$ cat src/rtl/alu_logic_cmp_unit_if.sv
// ---------------------------------------------------------------------------
// alu_logic_cmp_unit_if
// Operand/result bundle for the registered ALU logic/compare slice.
//
// Signals
//   in_valid  operands and op are valid this cycle
//   op        2'b00=AND, 2'b01=EQ, 2'b10=GET (a>=b), 2'b11=reserved
//   mode      1=full word, 0=half word (low HALF_W bits)
//   a, b      operands
//   c         registered result word
//   zero      registered zero flag
//   sign      registered sign flag
//   out_valid c/zero/sign were updated by the last clock edge
//
// Modports
//   master  requester side: drives operands, observes results
//   slave   ALU side: observes operands, drives results
// ---------------------------------------------------------------------------
interface alu_logic_cmp_unit_if #(
  parameter int WORD_W = 20
);
  logic              in_valid;
  logic [1:0]        op;
  logic              mode;
  logic [WORD_W-1:0] a;
  logic [WORD_W-1:0] b;
  logic [WORD_W-1:0] c;
  logic              zero;
  logic              sign;
  logic              out_valid;

  modport master (
    output in_valid, op, mode, a, b,
    input  c, zero, sign, out_valid
  );

  modport slave (
    input  in_valid, op, mode, a, b,
    output c, zero, sign, out_valid
  );
endinterface : alu_logic_cmp_unit_if

$ cat src/rtl/alu_logic_cmp_unit.sv
// ---------------------------------------------------------------------------
// alu_logic_cmp_unit
// Registered ALU slice for the 20-bit CPU datapath. Performs bitwise AND,
// equality compare and greater-or-equal compare in full-word (WORD_W bits)
// or half-word (low HALF_W bits) mode, producing a result word plus
// zero/sign flags for the status register and branch logic.
//
// Latency is one cycle with a throughput of one op per cycle and no
// backpressure. When no legal op is accepted, out_valid drops and the
// result/flags hold their previous values.
//
// Ports
//   clk    in  system clock, rising edge
//   rst_n  in  synchronous active-low reset
//   bus    alu_logic_cmp_unit_if.slave (operands in, results out)
//
// Configuration
//   ALU_UNSIGNED_CMP_EN  when defined, GET compares a and b as unsigned
//                        W-bit values (sign = borrow of a-b). Otherwise GET
//                        compares as signed two's complement.
// ---------------------------------------------------------------------------
module alu_logic_cmp_unit #(
  parameter int WORD_W = 20,
  parameter int HALF_W = 10
) (
  input logic                  clk,
  input logic                  rst_n,
  alu_logic_cmp_unit_if.slave  bus
);

  typedef enum logic [1:0] {
    OP_AND  = 2'b00,
    OP_EQ   = 2'b01,
    OP_GET  = 2'b10,
    OP_RSVD = 2'b11
  } op_e;

  typedef struct packed {
    logic [WORD_W-1:0] c;
    logic              zero;
    logic              sign;
  } result_t;

  localparam logic [WORD_W-1:0] HALF_MASK = {{(WORD_W-HALF_W){1'b0}}, {HALF_W{1'b1}}};

  // Sign bit of the active width: bit WORD_W-1 in full mode, HALF_W-1 in half.
  function automatic logic top_bit(input logic [WORD_W-1:0] v, input logic full);
    return full ? v[WORD_W-1] : v[HALF_W-1];
  endfunction

  op_e               op_in;
  logic              fire;
  logic [WORD_W-1:0] mask;
  logic [WORD_W-1:0] a_m;
  logic [WORD_W-1:0] b_m;
  logic [WORD_W-1:0] diff_raw;
  logic [WORD_W-1:0] diff_w;
  logic [WORD_W-1:0] and_w;
  logic              a_lt_b;
  result_t           res_d;

  assign op_in = op_e'(bus.op);
  assign fire  = bus.in_valid && (op_in != OP_RSVD);

  // Masking the operands up front means every operation below works on
  // WORD_W bits and half mode automatically yields c[WORD_W-1:HALF_W] = 0.
  assign mask = bus.mode ? '1 : HALF_MASK;
  assign a_m  = bus.a & mask;
  assign b_m  = bus.b & mask;

  assign and_w = a_m & b_m;

`ifdef ALU_UNSIGNED_CMP_EN
  logic borrow;

  // Operands are zero-extended, so the carry-out slot is the borrow of an
  // unsigned W-bit subtraction in either mode.
  assign {borrow, diff_raw} = {1'b0, a_m} - {1'b0, b_m};
  assign a_lt_b             = borrow;
`else
  logic msb_a;
  logic msb_b;

  assign diff_raw = a_m - b_m;
  assign msb_a    = top_bit(a_m, bus.mode);
  assign msb_b    = top_bit(b_m, bus.mode);
  // Differing signs: a<b exactly when a is negative (the difference may
  // overflow here, so its sign bit is not trusted). Same signs: the
  // difference cannot overflow and its sign bit is the answer.
  assign a_lt_b   = (msb_a != msb_b) ? msb_a : top_bit(diff_w, bus.mode);
`endif

  // Low bits of the subtraction do not depend on the upper bits, so masking
  // afterwards gives a-b mod 2^W for the half-word case.
  assign diff_w = diff_raw & mask;

  // NOTE: every combinational output gets a default before the case so no
  // path leaves it unassigned, which would infer a latch.
  always_comb begin
    res_d = '0;
    unique case (op_in)
      OP_AND: begin
        res_d.c    = and_w;
        res_d.zero = (and_w == '0);
        res_d.sign = top_bit(and_w, bus.mode);
      end
      OP_EQ: begin
        res_d.c    = a_m ^ b_m;
        res_d.zero = (a_m == b_m);
        res_d.sign = 1'b0;
      end
      OP_GET: begin
        res_d.c    = diff_w;
        res_d.zero = (a_m == b_m);
        res_d.sign = a_lt_b;
      end
      default: res_d = '0;
    endcase
  end

  // NOTE: state is written with non-blocking assignments so every register
  // samples pre-edge values; reset is synchronous and wins over in_valid.
  always_ff @(posedge clk) begin
    if (!rst_n) begin
      bus.c         <= '0;
      bus.zero      <= 1'b0;
      bus.sign      <= 1'b0;
      bus.out_valid <= 1'b0;
    end else begin
      bus.out_valid <= fire;
      if (fire) begin
        bus.c    <= res_d.c;
        bus.zero <= res_d.zero;
        bus.sign <= res_d.sign;
      end
    end
  end

endmodule : alu_logic_cmp_unit

$ cat src/flat_wrapper.sv
// flat-port wrapper written by rule: the top's interface ports become plain ports
module alu_logic_cmp_unit_flat 
#(
  parameter int WORD_W = 20,
  parameter int HALF_W = 10
)
  (clk, rst_n, bus_in_valid, bus_op, bus_mode, bus_a, bus_b, bus_c, bus_zero, bus_sign, bus_out_valid);
  alu_logic_cmp_unit_if #(.WORD_W(WORD_W)) bus_i ();
  input logic clk;
  input logic rst_n;
  input wire logic [$bits(bus_i.in_valid)-1:0] bus_in_valid;
  input wire logic [$bits(bus_i.op)-1:0] bus_op;
  input wire logic [$bits(bus_i.mode)-1:0] bus_mode;
  input wire logic [$bits(bus_i.a)-1:0] bus_a;
  input wire logic [$bits(bus_i.b)-1:0] bus_b;
  output wire logic [$bits(bus_i.c)-1:0] bus_c;
  output wire logic [$bits(bus_i.zero)-1:0] bus_zero;
  output wire logic [$bits(bus_i.sign)-1:0] bus_sign;
  output wire logic [$bits(bus_i.out_valid)-1:0] bus_out_valid;
  assign bus_i.in_valid = bus_in_valid;
  assign bus_i.op = bus_op;
  assign bus_i.mode = bus_mode;
  assign bus_i.a = bus_a;
  assign bus_i.b = bus_b;
  assign bus_c = bus_i.c;
  assign bus_zero = bus_i.zero;
  assign bus_sign = bus_i.sign;
  assign bus_out_valid = bus_i.out_valid;
  alu_logic_cmp_unit #(.WORD_W(WORD_W), .HALF_W(HALF_W)) u_core (.clk(clk), .rst_n(rst_n), .bus(bus_i));
endmodule
$ cat config.mk
export PLATFORM = sky130hd
export DESIGN_NAME = alu_logic_cmp_unit_flat
export DESIGN_NICKNAME = d
export VERILOG_FILES = /design/src/rtl/alu_logic_cmp_unit_if.sv /design/src/rtl/alu_logic_cmp_unit.sv /design/src/flat_wrapper.sv
export SDC_FILE = /design/constraint.sdc
export NUM_CORES = 1
export LEC_CHECK = 0
export ABC_AREA = 1
export CAP_MARGIN = 20
export CORE_ASPECT_RATIO = 1.2
export CORE_MARGIN = 8
export CORE_UTILIZATION = 50
export CTS_CLUSTER_SIZE = 10
export DETAILED_ROUTE_END_ITERATION = 8
export PLACE_DENSITY = 0.81
export SLEW_MARGIN = 30
export SYNTH_ARGS = -nofsm -noshare
export SYNTH_HDL_FRONTEND = slang
export SYNTH_SLANG_ARGS = --single-unit
$ cat constraint.sdc
create_clock -name clk -period 3.6 [get_ports clk]
set_input_delay 0.72 -clock clk [delete_from_list [all_inputs] [get_ports clk]]
set_output_delay 0.72 -clock clk [all_outputs]
set_load 0.005 [all_outputs]
Word-level counts from Yosys, hierarchy flattened:

Cells that the tools add are included.

* flip-flop bits (word level): 23
* input bits: 46
* output and inout bits: 23
* word-level logic and storage cells: 25

* add/sub/neg operators: 1
* equal/unequal tests: 5
* muxes and demuxes: 7
* bitwise operators: 5
* reductions and logical operators: 3

Operators by type and width (number)
* $and A20 B20 Y20: 4
* $pmux W22 S3: 1
* $eq A20 B20 Y1: 1
* $logic_not A20 Y1: 1
* $mux W20: 1
* $sub A20 B20 Y20: 1
* $xor A20 B20 Y20: 1
* $mux W1: 5
* $eq A2 B1 Y1 const B: 1
* $eq A2 B2 Y1 const B: 1
* $logic_not A2 Y1: 1
* $ne A2 B2 Y1 const B: 1
* $logic_and A1 B1 Y1: 1
* $ne A1 B1 Y1: 1

Logic depth before layout (Yosys ltp):

Gate-level depths: netlist of the first run.

* depth in word-level cells: 7
* mapped depth: 16
* depth with buffers taken out: 15

Least setup slack after synthesis of the first run:

Ideal clock, no wire load.

* kind: input to register
* start: in bus_mode
* end: reg u_core.bus.c[17]
* library setup time: 123 ps
* arrival: 2382 ps
* required time: 3477 ps
* setup slack: 1096 ps
* stages on the path: 12
* path buffers: 2
* path through: buf_2 > buf_1 > nand2_1 > ha_1 > nand2_1 > nand2_1 > o21bai_1 > a21oi_1 > nand3_1 > or2_1 > nand3_1 > a21oi_2

* word-level cells in the longest chain between the ends: 5
* elaborated cells between the ends (all ways): 8
* classes of those cells: 1 x add/sub; 2 x mux; 5 x bitwise

Ends and longest elaborated chain
* from (decl): RTL line flat_wrapper.sv:13 `input wire logic [$bits(bus_i.mode)-1:0] bus_mode;`
* $mux W20 *: RTL line alu_logic_cmp_unit.sv:67 `assign mask = bus.mode ? '1 : HALF_MASK;`
* $and A20 B20 Y20 (on tied branches): RTL line alu_logic_cmp_unit.sv:68, alu_logic_cmp_unit.sv:69
* $sub A20 B20 Y20: RTL line alu_logic_cmp_unit.sv:84 `assign diff_raw = a_m - b_m;`
* $and A20 B20 Y20: RTL line alu_logic_cmp_unit.sv:95 `assign diff_w = diff_raw & mask;`
* $pmux W22 S3 *: RTL line alu_logic_cmp_unit.sv:101 `unique case (op_in)`
* to (decl): RTL line alu_logic_cmp_unit_if.sv:39 `output c, zero, sign, out_valid`

Mark *: on every way between the ends. The rest lies on a longest branch, timed or not.
A chain may end at the register's enable or synchronous reset.

Worst setup path after layout of the first run:

Ends and elaborated chain as after synthesis.

==> results.ini, run 1 <==
[timing]
rsz0062_at_grt=no
max_slew_margin_pct=54.75
slew_viol_final=0
worst_pin_slew_ns=0.6766
fin_skew_ns=0
fin_crit_ns=2.904
post-route-period-util_pct=80.66
hold_viol_final=0
finalSetupViolCount=0
tns_ns=0
whs_ns=0.5123
max_freq_mhz=344.4

[clocking]
path_clk_slew_ns=0.08
cts.repair.resized=0
ctsHoldBuffers=0
cts_buffers=3
clk_path_buf_depth=2
cts_max_level=1
cts_tree=built
clock-sinks=23
postCtsSetupRepairBufs=0
clk-insertion-delay-late_ns=0.26
root_buffer=clkbuf_8

[layout]
design_area_um2=3649
fillers=543
syn_to_final_growth_pct=27.17
drive_gt1_share_pct=6.981
final_nets=617
diodes=0
seq_area_um2=460.4
finalNonFillerCells=594
multiInputGateArea_um2=2041

[global_routing]
grt_usage_pct=23.71
grt_overflow=0
grt_start_max_net_pins=26
grt_pass1_wl_mm=16.05
antenna_found_initial=0
grt_pass1_vias=3303

[worst_setup_path]
worstRegToRegCells=2
end_kind=register
cp_max_fo=25
worstPathArrival_ns=3.11
cp-start-kind=input port
cp.required_ns=3.81
crit_type=in -> reg

[detailed_routing]
drtPass1Iterations=4
ant_nets=0
dr.first_iter.drc_count=274
drt-total-wl_mm=9.984
viasPerCell=5.556
drc_errors=0
vias=3300
routedWlPerCell_um=16.81

[floorplan]
core_um2=5593
die_area_um2=8428
boundaryPins=69
die_w_um=85.15
initial_core_util_pct=51.30
fp-row-count=30
fp.dieH_um=98.98

[pwr]
power-per-cell-area_nw_per_um2=248.6
p_sw_mw=0.3619
p_leak_nw=1.922
p_int_mw=0.5450
switching_share_pct=39.91
comb_power_share_pct=50.5
finalPower_mw=0.9069
ir_drop_v=0.0001997
pwr-share-seq_pct=31.3
pwr-share-clk_pct=18.2

[yosys]
synth_cell_type_count=37
syn-mean-instance-area_um2=6.157
async_reset_ff_share_pct=0
yosys_register_bits=23
synth_area_um2=2869
ys_seq_area_share_pct=16.05
synth_nets=552
synth_edf_count=0
yosysWarningCount=0
synth_ff_type=dfxtp_1
synthCells=466

[placement]
placed_area_um2=3603
hpwl_mm=8.240
portBuffers=68
gp_congestion=0.9589
place_inst=590

[run_status]
status=complete, no violations

[min_path]
min_path_type=reg -> reg
min_path_cells=2

[run]
maxCapViolCount=0

## per-layer routing
metal	global-route usage, %	share of wire, %
met1	23.89	37
met3	3.497	5.8
met4	9.753	3.8
met5	0	0
met2	46.45	53
## power by group through the flow
stage	clock, mW	sequential [mW]	combinational, mW
after global placement	0	0.289	0.449
after detailed placement	0	0.289	0.453
final	0.165	0.284	0.458
after global routing	0.174	0.286	0.506
after floorplan	0	0.290	0.272
after CTS	0.167	0.284	0.456
## cell usage after synthesis, types with 4 or more instances
cell      instances  area share, %
nor2_1           25            3.3
inv_2             6           0.78
a221oi_1          9            2.7
a21oi_1          37            6.5
nand2_1         115             15
o21ai_0          26            4.5
nand3_1          33            5.8
dfxtp_1          23             16
clkbuf_1          6           0.78
nor4_1            6            1.3
nor3_1            6            1.0
a21oi_2           4            1.2
ha_1             39             17
nor2_2            4           0.87
nand2_2           6            1.3
inv_1            79             10
o21bai_1          4            1.0
nand4_1           7            1.5
## kinds of logic (layout without fill, tap and decap cells)
| family | count (synthesis) | count (layout) | share of synthesized area [%] |
|---|---|---|---|
| xor gates and xnor gates | 1 | 1 | 0.3053 |
| DFF | 23 | 23 | 16.05 |
| adders and majority gates | 40 | 40 | 17.71 |
| and+or+nand+nor | 215 | 215 | 33.71 |
| AOI/OAI and AO/OA | 91 | 91 | 19.41 |
| buffers and inverters | 96 | 160 | 12.82 |
## state kept, by name (all words and copies together) (netlist names)
signal	count
u_core.bus.zero	1
u_core.bus.c	20
u_core.bus.out_valid	1
u_core.bus.sign	1
## worst max-delay path, stage by stage
cell and delay, ns:
clkdlybuf4s50_1 0.46, buf_4 0.26, nand2_1 0.11, ha_1 0.40, nand2_1 0.10, inv_1 0.08
nand2_1 0.08, nor3_1 0.26, nand4_1 0.16, nand3_1 0.16, or2_1 0.12, nand3_1 0.07
a21oi_2 0.12
## placed cells by master (no fill, tap or decap), types with 6 or more instances in the layout
master             n
inv_1             79
dfxtp_1           23
nand2_1          115
a21oi_1           37
inv_2              6
ha_1              39
a221oi_1           9
nor3_1             6
nand2_2            6
nand4_1            7
nor4_1             6
nand3_1           33
nor2_1            25
o21ai_0           26
clkdlybuf4s50_1   68
## area by class of cell
| type | instances | area share (%) |
|---|---|---|
| Clock buffer | 4 | 1.235 |
| Inverter | 85 | 8.745 |
| Tap cell | 64 | 2.195 |
| Multi-Input combinational cell | 347 | 55.93 |
| Sequential cell | 23 | 12.62 |
| Timing Repair Buffer | 71 | 19.27 |
## final timing paths
check	start	end	slack [ns]
max	bus_mode	u_core.bus.c[17]$_SDFFE_PN0P_	0.70
min	u_core.bus.c[7]$_SDFFE_PN0P_	u_core.bus.c[7]$_SDFFE_PN0P_	0.51
max reg2reg	u_core.bus.zero$_SDFFE_PN0P_	u_core.bus.zero$_SDFFE_PN0P_	2.89
min reg2reg	u_core.bus.c[7]$_SDFFE_PN0P_	u_core.bus.c[7]$_SDFFE_PN0P_	0.51
## stage by stage
step / utilization, % / setup slack, ns
after global placement: 64.43 / 0.4489
after floorplan: - / 1.096
after detailed placement: 64.43 / 0.4705
final: 65.23 / 0.6964
after CTS: 65.23 / 0.7276
after global routing: 65.23 / 0.4932
Power figures use the tool's default switching activity.
==> run 2: changes to the inputs <==
CORE_UTILIZATION = 46   (was 50)
PLACE_DENSITY = 0.79   (was 0.81)
clock period = 2.4 ns   (was 3.6 ns; I/O delays follow)
==> results.ini, run 2 (same netlist as run 1, synthesis figures left out) <==
[timing]
max_freq_mhz=434.3
post-route-period-util_pct=95.93
max_slew_margin_pct=50.29
slew_viol_final=0
worst_pin_slew_ns=0.7449
fin_skew_ns=0
tns_ns=0
finalSetupViolCount=0
fin_crit_ns=2.302
hold_viol_final=0

[worst_setup_path]
cpMostUsedCell=nand2_1
r2r_setup_slack_ns=1.53
cp-start-kind=input port
path_cells=clkdlybuf4s50_1, ha_1, inv_1, fa_2, nand3_2, nand2_2, a21boi_4, o21ai_2, buf_4, nand2_1, nand2_1, nand2_1, nand3_1, a21oi_1
worstPathArrival_ns=2.51
slowest_stage=clkdlybuf4s50_1
cp-startpoint=bus_b[0]
worstSetupEndpoint=u_core.bus.c[14]$_SDFFE_PN0P_
r2r-end=u_core.bus.c[8]$_SDFFE_PN0P_
max_stage_delay_ns=0.49
rr_startpoint=u_core.bus.c[8]$_SDFFE_PN0P_
worstRegToRegCells=4
end_kind=register
cp_max_fo=3
crit_type=in -> reg
cp.required_ns=2.61

[layout]
final_cell_mix=nand2_1 (114), inv_1 (79), buf_4 (72)
syn_to_final_growth_pct=53.29
drive_gt1_share_pct=21.43
mostFrequentLayoutCell=nand2_1
final_nets=689
largest_reg_flops=20
diodes=0
finalNonFillerCells=684
top_register=u_core.bus.c
fillers=533

[clocking]
ctsHoldBuffers=0
clk-insertion-delay-late_ns=0.27
cts_max_level=1
clock-sinks=23
cts_tree=built
root_buffer=clkbuf_8
path_clk_slew_ns=0.10
cts_buffers=3
postCtsSetupRepairBufs=0
clk_path_buf_depth=2

[placement]
gp_congestion=0.9688
hpwl_mm=8.846
place_inst=679
portBuffers=68

[global_routing]
grt_start_max_net_pins=24
grt_usage_pct=24.69
grt_pass1_wl_mm=17.35
antenna_found_initial=0
grt_overflow=0
grt_pass1_vias=3651

[detailed_routing]
drt-total-wl_mm=11.02
wl_met2_mm=5.577
drc_errors=0
viasPerCell=5.262
routedWlPerCell_um=16.11
drtPass1Iterations=5
dr.first_iter.drc_count=201
met3WireLength_um=617
vias=3599
met1_length_mm=4.195
ant_nets=0
maxUsedRoutingLayer=met4

[floorplan]
fp.dieH_um=102.5
die_area_um2=9031
die_w_um=88.10
core_um2=6051
initial_core_util_pct=47.42
boundaryPins=69
fp-row-count=31

[pwr]
p_leak_nw=2.305
power-per-cell-area_nw_per_um2=355.3
ir_drop_v=0.0003166

[min_path]
min_path_cells=2
min_path_type=reg -> reg

[run]
maxCapViolCount=0

[run_status]
status=complete, no violations

## run 2: area by class of cell
cell class | instances | area [um2] | share of cell area, %
multi-input combinational | 347 | 2181 | 49.59
clock inverter | 1 | 5.005 | 0.1138
sequential | 23 | 460.4 | 10.47
tap | 82 | 102.6 | 2.333
timing repair buffer | 143 | 1289 | 29.30
clock buffer | 3 | 41.29 | 0.9388
inverter | 85 | 319.1 | 7.255
## run 2: worst max-delay path, delay by kind of cell
family | cells | cell delay [ns]
and+or+nand+nor | 6 | 0.41
adders and majority gates | 2 | 0.50
AOI/OAI and AO/OA | 3 | 0.43
buffers and inverters | 3 | 0.69
## run 2: metrics by stage
| step | utilization [%] | hold WS (ns) | setup WS [ns] | total power [mW] | area (um2) |
|---|---|---|---|---|---|
| 6_report | 72.68 | 0.5184 | 0.09758 | 1.562 | 4398 |
| 3_3_place_gp | 69.15 | 0.4819 | -0.4133 | 1.235 | 4184 |
| 5_1_grt | 72.68 | 0.5490 | -0.009717 | 1.677 | 4398 |
| 4_1_cts | 70.55 | 0.5172 | 0.003392 | 1.523 | 4269 |
| 2_1_floorplan | - | 0.4906 | 0.1356 | 0.8435 | 2869 |
| 3_5_place_dp | 69.15 | 0.4882 | -0.3863 | 1.248 | 4184 |
## run 2: worst min path at each step
stage / slack [ns] / startpoint / to
after floorplan: 0.49 / u_core.bus.zero$_SDFFE_PN0P_ / u_core.bus.zero$_SDFFE_PN0P_
after global placement: 0.48 / u_core.bus.c[7]$_SDFFE_PN0P_ / u_core.bus.c[7]$_SDFFE_PN0P_
after detailed placement: 0.49 / u_core.bus.c[7]$_SDFFE_PN0P_ / u_core.bus.c[7]$_SDFFE_PN0P_
after CTS: 0.52 / u_core.bus.zero$_SDFFE_PN0P_ / u_core.bus.zero$_SDFFE_PN0P_
after global routing: 0.55 / u_core.bus.zero$_SDFFE_PN0P_ / u_core.bus.zero$_SDFFE_PN0P_
final: 0.52 / u_core.bus.zero$_SDFFE_PN0P_ / u_core.bus.zero$_SDFFE_PN0P_
## run 2: layer usage
metal  up-vias  GRT usage [%]
li1       1807              -
met1      1616          24.73
met2       132          46.98
met3        44          3.190
met4         0          14.99
met5         -              0
## run 2: timing repair
item                                    CTS  global route
pin swaps                                 0             2
gates cloned                              0             1
endpoints found under the setup margin    2            11
endpoints found under the hold margin     0             0
gates resized for setup                   7            18
## run 2: power by group
part	internal (mW)	switching, mW	leakage, nW
registers	0.411	0.0161	0.190
logic	0.424	0.445	2.09
clock network	0.116	0.149	0.0255
total	0.951	0.611	2.30
